## src/rtl/bank_timing_fsm_pkg.sv

```systemverilog
// Shared bank timing types: state codes decoded by the row-sync stage, bank command encodings
// and a small elaboration helper for sizing timing counters.
package mem_timing_pkg;

    localparam logic [4:0] ST_IDLE_C        = 5'b00000;
    localparam logic [4:0] ST_ACTIVATING_C  = 5'b00001;
    localparam logic [4:0] ST_BANKACTIVE_C  = 5'b00010;
    localparam logic [4:0] ST_PRECHARGING_C = 5'b01010;
    localparam logic [4:0] ST_READING_C     = 5'b01011;
    localparam logic [4:0] ST_READBURST_C   = 5'b01100;
    localparam logic [4:0] ST_WRITING_C     = 5'b10010;
    localparam logic [4:0] ST_WRITEBURST_C  = 5'b10011;
    localparam logic [4:0] ST_REFRESHING_C  = 5'b11000;

    typedef enum logic [4:0] {
        BS_IDLE        = ST_IDLE_C,
        BS_ACTIVATING  = ST_ACTIVATING_C,
        BS_BANKACTIVE  = ST_BANKACTIVE_C,
        BS_PRECHARGING = ST_PRECHARGING_C,
        BS_READING     = ST_READING_C,
        BS_READBURST   = ST_READBURST_C,
        BS_WRITING     = ST_WRITING_C,
        BS_WRITEBURST  = ST_WRITEBURST_C,
        BS_REFRESHING  = ST_REFRESHING_C
    } bank_state_t;

    // 110 and 111 are deliberately absent: they decode as illegal.
    typedef enum logic [2:0] {
        CMD_NOP = 3'b000,
        CMD_ACT = 3'b001,
        CMD_RD  = 3'b010,
        CMD_WR  = 3'b011,
        CMD_PRE = 3'b100,
        CMD_REF = 3'b101
    } bank_cmd_t;

    function automatic int max_int(input int a, input int b);
        return (a > b) ? a : b;
    endfunction

endpackage

```

## src/rtl/bank_timing_fsm_if.sv

```systemverilog
// Command/status bundle between the command decoder, one bank timing FSM and the row-sync stage.
// master = command source side, slave = bank FSM side.
interface bank_timing_fsm_if #(
    parameter int ADDRWIDTH = 17
);
    logic [2:0]           cmd;
    logic                 cmd_valid;
    logic [ADDRWIDTH-1:0] row;
    logic                 stall;
    logic                 cmd_ready;
    logic                 cmd_err;
    logic [4:0]           BankFSM;
    logic [ADDRWIDTH-1:0] RowId;

    modport master (
        output cmd, cmd_valid, row, stall,
        input  cmd_ready, cmd_err, BankFSM, RowId
    );

    modport slave (
        input  cmd, cmd_valid, row, stall,
        output cmd_ready, cmd_err, BankFSM, RowId
    );
endinterface

```

## src/rtl/bank_timing_fsm_timing_counter.sv

```systemverilog
// Loadable down-counter with hold and zero flag; load wins over hold, saturates at zero.
// Value visible one cycle after load; hold freezes the count indefinitely.
module timing_counter #(
    parameter int W = 9
) (
    input  logic         clk,
    input  logic         reset_n,
    input  logic         load_i,
    input  logic [W-1:0] load_val_i,
    input  logic         hold_i,
    output logic         zero_o
);
    logic [W-1:0] cnt_q, cnt_d;

    always_comb begin
        cnt_d = cnt_q;
        if (load_i) begin
            cnt_d = load_val_i;
        end else if (!hold_i && (cnt_q != '0)) begin
            cnt_d = cnt_q - W'(1);
        end
    end

    always_ff @(posedge clk or negedge reset_n) begin
        if (!reset_n) begin
            cnt_q <= '0;
        end else begin
            cnt_q <= cnt_d;
        end
    end

    assign zero_o = (cnt_q == '0);

endmodule

```

## src/rtl/bank_timing_fsm.sv

```systemverilog
// Per-bank DRAM timing FSM: accepted command changes BankFSM next edge; timed states last their duration.
// Stall freezes state and counter and blocks command acceptance; cmd_err is a registered 1-cycle pulse.
module bank_timing_fsm #(
    parameter int ADDRWIDTH = 17,
    parameter int TRCD      = 14,
    parameter int TRP       = 14,
    parameter int TCL       = 14,
    parameter int TCWL      = 12,
    parameter int BL        = 8,
    parameter int TRFC      = 256
) (
    input logic             clk,
    input logic             reset_n,
    bank_timing_fsm_if.slave bus
);
    import mem_timing_pkg::*;

    localparam int BURST   = BL / 2;
    localparam int MAX_DUR = max_int(max_int(max_int(TRCD, TRP), max_int(TCL, TCWL)),
                                     max_int(BURST, TRFC));
    localparam int CNT_W   = $clog2(MAX_DUR) + 1;

    // Counter is loaded with duration-1 so that the zero flag marks the final cycle of a state.
    localparam logic [CNT_W-1:0] LD_RCD   = CNT_W'(TRCD - 1);
    localparam logic [CNT_W-1:0] LD_RP    = CNT_W'(TRP - 1);
    localparam logic [CNT_W-1:0] LD_CL    = CNT_W'(TCL - 1);
    localparam logic [CNT_W-1:0] LD_CWL   = CNT_W'(TCWL - 1);
    localparam logic [CNT_W-1:0] LD_BURST = CNT_W'(BURST - 1);
    localparam logic [CNT_W-1:0] LD_RFC   = CNT_W'(TRFC - 1);

    bank_state_t          state_q, state_d;
    logic [ADDRWIDTH-1:0] row_q, row_d;
    logic                 err_q, err_d;
    logic                 cnt_load;
    logic [CNT_W-1:0]     cnt_val;
    logic                 cnt_zero;
    logic                 cmd_rdy;
    logic                 accept;
    logic                 timed_done;
    bank_cmd_t            cmd_e;

    assign cmd_e      = bank_cmd_t'(bus.cmd);
    assign cmd_rdy    = ((state_q == BS_IDLE) || (state_q == BS_BANKACTIVE)) && !bus.stall;
    assign accept     = bus.cmd_valid && cmd_rdy;
    assign timed_done = cnt_zero && !bus.stall;

    timing_counter #(
        .W (CNT_W)
    ) u_cnt (
        .clk        (clk),
        .reset_n    (reset_n),
        .load_i     (cnt_load),
        .load_val_i (cnt_val),
        .hold_i     (bus.stall),
        .zero_o     (cnt_zero)
    );

    always_comb begin
        state_d  = state_q;
        row_d    = row_q;
        err_d    = 1'b0;
        cnt_load = 1'b0;
        cnt_val  = '0;
        case (state_q)
            BS_IDLE: begin
                if (accept) begin
                    case (cmd_e)
                        CMD_ACT: begin
                            state_d  = BS_ACTIVATING;
                            row_d    = bus.row;
                            cnt_load = 1'b1;
                            cnt_val  = LD_RCD;
                        end
                        CMD_REF: begin
                            state_d  = BS_REFRESHING;
                            cnt_load = 1'b1;
                            cnt_val  = LD_RFC;
                        end
                        CMD_PRE, CMD_NOP: ;
                        default: err_d = 1'b1;
                    endcase
                end
            end
            BS_BANKACTIVE: begin
                if (accept) begin
                    case (cmd_e)
                        CMD_RD: begin
                            state_d  = BS_READING;
                            cnt_load = 1'b1;
                            cnt_val  = LD_CL;
                        end
                        CMD_WR: begin
                            state_d  = BS_WRITING;
                            cnt_load = 1'b1;
                            cnt_val  = LD_CWL;
                        end
                        CMD_PRE: begin
                            state_d  = BS_PRECHARGING;
                            cnt_load = 1'b1;
                            cnt_val  = LD_RP;
                        end
                        CMD_NOP: ;
                        default: err_d = 1'b1;
                    endcase
                end
            end
            BS_ACTIVATING: begin
                if (timed_done) state_d = BS_BANKACTIVE;
            end
            BS_READING: begin
                if (timed_done) begin
                    state_d  = BS_READBURST;
                    cnt_load = 1'b1;
                    cnt_val  = LD_BURST;
                end
            end
            BS_WRITING: begin
                if (timed_done) begin
                    state_d  = BS_WRITEBURST;
                    cnt_load = 1'b1;
                    cnt_val  = LD_BURST;
                end
            end
            BS_READBURST, BS_WRITEBURST: begin
                if (timed_done) state_d = BS_BANKACTIVE;
            end
            BS_PRECHARGING, BS_REFRESHING: begin
                if (timed_done) state_d = BS_IDLE;
            end
            default: state_d = BS_IDLE;
        endcase
    end

    always_ff @(posedge clk or negedge reset_n) begin
        if (!reset_n) begin
            state_q <= BS_IDLE;
            row_q   <= '0;
            err_q   <= 1'b0;
        end else begin
            state_q <= state_d;
            row_q   <= row_d;
            err_q   <= err_d;
        end
    end

    assign bus.cmd_ready = cmd_rdy;
    assign bus.cmd_err   = err_q;
    assign bus.BankFSM   = state_q;
    assign bus.RowId     = row_q;

endmodule

```

## src/flat_wrapper.sv

```systemverilog
// flat-port wrapper written by rule: the top's interface ports become plain ports
module bank_timing_fsm_flat import mem_timing_pkg::*;
#(
    parameter int ADDRWIDTH = 17,
    parameter int TRCD      = 14,
    parameter int TRP       = 14,
    parameter int TCL       = 14,
    parameter int TCWL      = 12,
    parameter int BL        = 8,
    parameter int TRFC      = 256
)
  (clk, reset_n, bus_cmd, bus_cmd_valid, bus_row, bus_stall, bus_cmd_ready, bus_cmd_err, bus_BankFSM, bus_RowId);
  bank_timing_fsm_if #(.ADDRWIDTH(ADDRWIDTH)) bus_i ();
  input logic clk;
  input logic reset_n;
  input wire logic [$bits(bus_i.cmd)-1:0] bus_cmd;
  input wire logic [$bits(bus_i.cmd_valid)-1:0] bus_cmd_valid;
  input wire logic [$bits(bus_i.row)-1:0] bus_row;
  input wire logic [$bits(bus_i.stall)-1:0] bus_stall;
  output wire logic [$bits(bus_i.cmd_ready)-1:0] bus_cmd_ready;
  output wire logic [$bits(bus_i.cmd_err)-1:0] bus_cmd_err;
  output wire logic [$bits(bus_i.BankFSM)-1:0] bus_BankFSM;
  output wire logic [$bits(bus_i.RowId)-1:0] bus_RowId;
  assign bus_i.cmd = bus_cmd;
  assign bus_i.cmd_valid = bus_cmd_valid;
  assign bus_i.row = bus_row;
  assign bus_i.stall = bus_stall;
  assign bus_cmd_ready = bus_i.cmd_ready;
  assign bus_cmd_err = bus_i.cmd_err;
  assign bus_BankFSM = bus_i.BankFSM;
  assign bus_RowId = bus_i.RowId;
  bank_timing_fsm #(.ADDRWIDTH(ADDRWIDTH), .TRCD(TRCD), .TRP(TRP), .TCL(TCL), .TCWL(TCWL), .BL(BL), .TRFC(TRFC)) u_core (.clk(clk), .reset_n(reset_n), .bus(bus_i));
endmodule
```

## config.mk

```make
export PLATFORM = sky130hd
export DESIGN_NAME = bank_timing_fsm_flat
export DESIGN_NICKNAME = d
export VERILOG_FILES = /design/src/rtl/bank_timing_fsm_pkg.sv /design/src/rtl/bank_timing_fsm_if.sv /design/src/rtl/bank_timing_fsm_timing_counter.sv /design/src/rtl/bank_timing_fsm.sv /design/src/flat_wrapper.sv
export SDC_FILE = /design/constraint.sdc
export NUM_CORES = 1
export LEC_CHECK = 0
export ABC_AREA = 1
export ABC_CLOCK_PERIOD_IN_PS = 3700
export CAP_MARGIN = 25
export CORE_ASPECT_RATIO = 1.5
export CORE_UTILIZATION = 40
export CTS_BUF_LIST = sky130_fd_sc_hd__clkbuf_2 sky130_fd_sc_hd__clkbuf_4 sky130_fd_sc_hd__clkbuf_8
export DETAILED_ROUTE_END_ITERATION = 7
export PLACE_DENSITY = 0.67
export SLEW_MARGIN = 20
export SYNTH_ARGS = -nofsm -noshare
export SYNTH_HDL_FRONTEND = slang
export SYNTH_HIERARCHICAL = 1
export SYNTH_SLANG_ARGS = --single-unit
```

## constraint.sdc

```tcl
create_clock -name clk -period 3.7 [get_ports clk]
set_input_delay 0.74 -clock clk [delete_from_list [all_inputs] [get_ports clk]]
set_output_delay 0.74 -clock clk [all_outputs]
set_load 0.01 [all_outputs]
```

==> reports/results.ini, run 1 <==
[logic_synthesis]
synthCells=289
synthXorXnorAreaFrac=0
synthSimpleGateAreaFrac=0.4603
avgSynthCellArea_um2=6.988
synth_nets=314
syn_area_um2=2019
synth_top_family_by_area=simple AND/OR/NAND/NOR gates
yosysUniqueCellTypes=29
synth_mux_area_frac=0
synth-seq-cells=32
yosysWarnings=6
synth_compound_area_frac=0.05452
synth-seq-area-share=0.3965
synth_fa_ha_area_frac=0.006196

[critical_path]
critical_path_depth=3
cp-startpoint=bus_stall
worst_path_most_repeated_cell=clkdlybuf4s50_1
timing.rr.start=u_core/u_cnt/cnt_q[0]
crit_end=bus_cmd_ready
slowest_delay_ns=0.55
critPathTopFamily=buffers and inverters
worst-path-buf-inv=2
critPathSlowestCell=clkdlybuf4s50_1
r2r_cells=12
worstPathArrival_ns=2.02
critPathKind=in -> out
r2r-end=u_core/u_cnt/cnt_q[8]
cp.required_ns=2.96
critPathLaunchType=input port
crit_chain=clkdlybuf4s50_1 > nor2_4 > clkdlybuf4s50_1
r2r_slack_ns=1.39
cp_max_fo=6
crit_path_end_kind=output pin

[sta]
period_share=0.7472
fin_skew_ns=0.002402
final.setup.worst_slack_ns=0.9352
rsz0062_at_grt=false
min_period_ns=2.765
max_freq_ghz=0.3617
hold_viol=0
tightest_slew_ns=0.6559
setup_viol=0
slew_headroom=0.5613
drv_slew=0
tns_ns=0

[min_path]
hold_path_class=reg -> reg

[cells_and_area]
diodes=0
fillers=485
final_cell_mix=125 x nand2_1, 47 x clkdlybuf4s50_1, 32 x dfrtp_1, 26 x inv_1, 21 x nand3_1
nNetsFinal=364
syn2layout_area_growth_pct=31.41
final_common_cell=nand2_1
drive_gt1_frac=0.1206

[clocking]
clk_latency_ns=0.29
cts_htree_levels=2
cts_tree=done
cts_root_buffer=clkbuf_8
clkSlewWorstSetupHoldPaths_ns=0.07
cts_made_buffers=5
cts_sinks=32
postCtsSetupBuffers=0
hold_buffers=0
cts_resized=0
clockBufferDepth=2

[route]
vias_per_cell=4.734
drt_iter0_drc=59
firstDrtPassIters=4
final_antenna_net_count=0
routedWlPerCell_um=11.11
route.detailed.drc=0
drt-total-wl_mm=4.510
vias=1922

[power_and_ir_drop]
powerDensity_nw_per_um2=680.7
vdd_drop_max_uv=403.4
leakage_nw=1.384
total_power_mw=1.806

[floorplanning]
row_count=31
pin_count=48
coreArea_um2=4848
dieHeight_um=89.02
die_area_um2=5343
die_w_um=60.02
initial_core_util=0.4165

[placed_design]
place_congestion=0.8591
place_ws_ns=0.9135
io_buffers=47
dp_hpwl_mm=3.406

[global_route]
grt_max_degree=33
grt_pass1_vias=1757
grt-ovfl-total=0
antenna_found_initial=0
track_usage=0.1886
grt_pass1_wl_mm=7.638

[run]
max_cap_violations=0

[run_status]
status=finished, final reports clean

## synth_stat cells, drive strengths merged
library cell	n	share of area
o211ai	1	0.0037
nand2	132	0.27
conb	1	0.0019
nand3	24	0.071
clkinv	1	0.0025
inv	32	0.059
a21oi	4	0.0099
or2	2	0.0062
and2	1	0.0031
nand4	9	0.031
dfrtp	32	0.40
nor2	27	0.066
ha	1	0.0062
buf	5	0.019
a31oi	1	0.0031
o21ai	13	0.038
nand3b	1	0.0037
nor3	2	0.013
## cell families (layout without fill, tap and decap cells)
kind of cell | after synthesis | count (layout)
simple gates | 198 | 198
compound gates | 19 | 19
other cells | 1 | 1
fa+ha+maj | 1 | 1
buf+inv | 38 | 89
flops | 32 | 32
## layer usage
metal | wire length, um | GRT usage
met5 | 0 | 0
met4 | 53 | 0.06342
met3 | 114 | 0.03473
met2 | 2451 | 0.3404
met1 | 1890 | 0.2192
## registers in the layout, indices dropped and copies added (netlist names)
register	count
u_core/bus.BankFSM	5
u_core/bus.RowId	17
u_core/bus.cmd_err	1
u_core/u_cnt/cnt_q	9
## power breakdown
group	leakage [nW]	internal, mW	switching, mW	total [mW]
logic	0.909	0.381	0.508	0.889
registers	0.420	0.468	0.112	0.580
clock network	0.0541	0.199	0.138	0.337
## tightest hold or removal path, stage by stage, from the launching register on
cell     delay [ns]
dfrtp_1        0.34
nand2_1        0.05
nand2_1        0.04
## worst min-delay path by stage
stage / to / slack [ns] / cells past startpoint / start
finish: u_core/bus.RowId[16] / 0.47 / 2 / u_core/bus.RowId[16]
CTS: u_core/bus.RowId[16] / 0.48 / 2 / u_core/bus.RowId[16]
floorplan: u_core/bus.BankFSM[0] / 0.44 / 0 / reset_n
global route: u_core/bus.RowId[1] / 0.50 / 2 / u_core/bus.RowId[1]
global placement: u_core/bus.RowId[9] / 0.45 / 2 / u_core/bus.RowId[9]
detailed placement: u_core/bus.RowId[16] / 0.46 / 2 / u_core/bus.RowId[16]
## layout make-up
type | count | area [um2] | share of cell area
clock buffers | 5 | 68.82 | 0.02593
clock inverters | 3 | 42.54 | 0.01603
inverters | 33 | 125.1 | 0.04715
multi-input cells | 219 | 1056 | 0.3979
flip-flops and latches | 32 | 800.8 | 0.3017
well taps | 66 | 82.58 | 0.03112
repair buffers | 48 | 478.0 | 0.1801
## through the flow
step / utilization / cell area [um2] / instances / hold WS, ns
after detailed placement: 0.5244 / 2542 / 398 / 0.4584
after floorplan: - / 2019 / 289 / 0.4444
after CTS: 0.5474 / 2654 / 406 / 0.4759
after global placement: 0.5244 / 2542 / 398 / 0.4544
final: 0.5474 / 2654 / 406 / 0.4690
after global routing: 0.5474 / 2654 / 406 / 0.4969
No activity file was read; power rests on OpenSTA's default activity.
==> run 2, diff against run 1 <==
ABC_CLOCK_PERIOD_IN_PS = 2400   (was 3700)
PLACE_DENSITY = 0.69   (was 0.67)
clock period = 2.4 ns   (was 3.7 ns; I/O delays follow)
==> reports/results.ini, run 2 (same netlist as run 1, synthesis figures left out) <==
[placed_design]
post_dp_cell_area_um2=2608  ; was 2542 um2
place_congestion=0.8917  ; was 0.8591
io_buffers=47  ; unchanged
dp.cells=405  ; was 398
dp_hpwl_mm=3.591  ; was 3.406 mm
place_ws_ns=0.08915  ; was 0.9135 ns

[floorplanning]
die_area_um2=5343  ; unchanged
dieHeight_um=89.02  ; unchanged
initial_core_util=0.4165  ; unchanged
pin_count=48  ; unchanged
die_w_um=60.02  ; unchanged
coreArea_um2=4848  ; unchanged
row_count=31  ; unchanged

[critical_path]
critPathSlowestCell=clkdlybuf4s50_1  ; unchanged
worst-path-buf-inv=2  ; unchanged
critPathTopFamily=buffers and inverters  ; unchanged
cp_max_fo=5  ; was 6
critPathKind=reg -> out  ; was in -> out
slowest_delay_ns=0.55  ; about the same
crit_path_end_kind=output pin  ; unchanged
cp.required_ns=1.92  ; was 2.96 ns
crit_chain=nor2_4 > nand2_4 > clkinv_2 > nand2_4 > nor2_4 > clkdlybuf4s50_1  ; was clkdlybuf4s50_1 > nor2_4 > clkdlybuf4s50_1
critPathLaunchType=flip-flop  ; was input port
worstPathArrival_ns=1.79  ; was 2.02 ns

[clocking]
cts_made_buffers=5  ; unchanged
postCtsSetupBuffers=0  ; unchanged
hold_buffers=0  ; unchanged
cts_resized=0  ; unchanged
cts_htree_levels=2  ; unchanged
clkSlewWorstSetupHoldPaths_ns=0.07  ; about the same
cts_tree=done  ; unchanged
cts_sinks=32  ; unchanged
clockBufferDepth=2  ; unchanged
cts_root_buffer=clkbuf_8  ; unchanged
clk_latency_ns=0.29  ; about the same

[power_and_ir_drop]
p_switching_mw=1.200  ; was 0.7579 mW
leakage_nw=1.419  ; was 1.384 nW
p_clk_frac=0.183  ; was 0.187
sw_frac_of_total=0.4219  ; was 0.4195
p_int_mw=1.645  ; was 1.049 mW
pwr-share-seq=0.315  ; was 0.321
comb_power_share=0.502  ; was 0.492
vdd_drop_max_uv=705.0  ; was 403.4 uV
powerDensity_nw_per_um2=1046  ; was 680.7 nW/um2

[run]
max_cap_violations=0  ; unchanged

[sta]
period_share=0.9469
tns_ns=0  ; unchanged
hold_viol=0  ; unchanged
min_period_ns=2.273
final.setup.worst_slack_ns=0.1274  ; was 0.9352 ns
drv_slew=0  ; unchanged
fin_skew_ns=0.006508  ; was 0.002402 ns
rsz0062_at_grt=false  ; unchanged
max_freq_ghz=0.4400
setup_viol=0  ; unchanged

[route]
final_antenna_net_count=0  ; unchanged
drt-total-wl_mm=4.767  ; was 4.510 mm
firstDrtPassIters=4  ; unchanged
routedWlPerCell_um=11.54  ; was 11.11 um
route.detailed.drc=0  ; unchanged
vias_per_cell=4.748  ; was 4.734
wl_met2_mm=2.600  ; was 2.451 mm
route.met3.wl_um=140  ; was 114 um
dr.max_layer_used=met4  ; unchanged
drt_iter0_drc=110  ; was 59
met1_length_mm=1.921  ; was 1.890 mm
vias=1961  ; was 1922

[global_route]
grt_max_degree=33  ; unchanged
grt_pass1_wl_mm=8.100  ; was 7.638 mm
antenna_found_initial=0  ; unchanged
grt-ovfl-total=0  ; unchanged
grt_pass1_vias=1825  ; was 1757
track_usage=0.1971  ; was 0.1886

[cells_and_area]
drive_gt1_frac=0.1383  ; was 0.1206
nNetsFinal=371  ; was 364
finalInstanceArea_um2=2719  ; was 2654 um2
final_cell_mix=125 x nand2_1, 47 x clkdlybuf4s50_1, 32 x dfrtp_1, 26 x inv_1, 21 x nand3_1  ; unchanged
fin_cells=413  ; was 406
diodes=0  ; unchanged
largest_reg_flops=17  ; unchanged
syn2layout_area_growth_pct=34.63  ; was 31.41%
final_common_cell=nand2_1  ; unchanged

[min_path]
hold_path_class=reg -> reg  ; unchanged

[run_status]
status=finished, final reports clean  ; unchanged

-- run 2: cell types whose count changed in the layout (fill, tap and decap cells not counted), sizes merged --
cell,change
buf,+7
-- run 2: worst reg2reg max path, stage by stage, from the launching register on --
cell	delay (ns)
dfrtp_1	0.39
inv_1	0.12
ha_1	0.18
nand2_1	0.07
nor2_2	0.15
nand3_4	0.11
inv_1	0.09
nand2_1	0.09
nand4_1	0.09
nand2_1	0.07
nor2_2	0.23
nand3_1	0.21
nand2_1	0.10
nand2_1	0.05
-- run 2: final timing paths --
path	from	slack [ns]	depth (start not counted)	endpoint
setup / recovery	u_core/bus.BankFSM[2]	0.13	6	bus_cmd_ready
hold reg to reg	u_core/bus.RowId[2]	0.47	2	u_core/bus.RowId[2]
setup reg to reg	u_core/u_cnt/cnt_q[0]	0.33	13	u_core/bus.BankFSM[2]
hold / removal	u_core/bus.RowId[2]	0.47	2	u_core/bus.RowId[2]
min in group asynchronous	reset_n	0.60	2	u_core/u_cnt/cnt_q[4]
max in group asynchronous	reset_n	1.50	2	u_core/bus.RowId[9]
-- run 2: power groups by stage --
stage          clock network, mW  logic [mW]  registers (mW)
6_report                   0.521        1.43           0.897
4_1_cts                    0.537        1.43           0.898
5_1_grt                    0.559        1.61           0.924
3_3_place_gp                   0        1.41           0.904
2_1_floorplan                  0       0.883           0.924
3_5_place_dp                   0        1.43           0.905
-- run 2: per-stage QoR --
step                      total power [mW]  hold slack, ns    util
after floorplan                      1.807          0.1844       -
after global placement               2.310          0.4525  0.5378
after detailed placement             2.334          0.4585  0.5378
after CTS                            2.867          0.4760  0.5608
after global routing                 3.095          0.4986  0.5608
final                                2.845          0.4737  0.5608
-- run 2: area by class of cell --
class | instances | area (um2)
repair buffers | 55 | 543.0
clock buffers | 5 | 68.82
well taps | 66 | 82.58
multi-input cells | 219 | 1056
inverters | 33 | 125.1
fillers | 479 | 2130
flip-flops and latches | 32 | 800.8
clock inverters | 3 | 42.54
-- run 2: metal layers --
| layer | up-vias | track usage |
|---|---|---|
| met2 | 37 | 0.3566 |
| met4 | 0 | 0.07611 |
| met1 | 897 | 0.2278 |
| met5 | - | 0 |
| met3 | 11 | 0.03039 |
| li1 | 1016 | - |
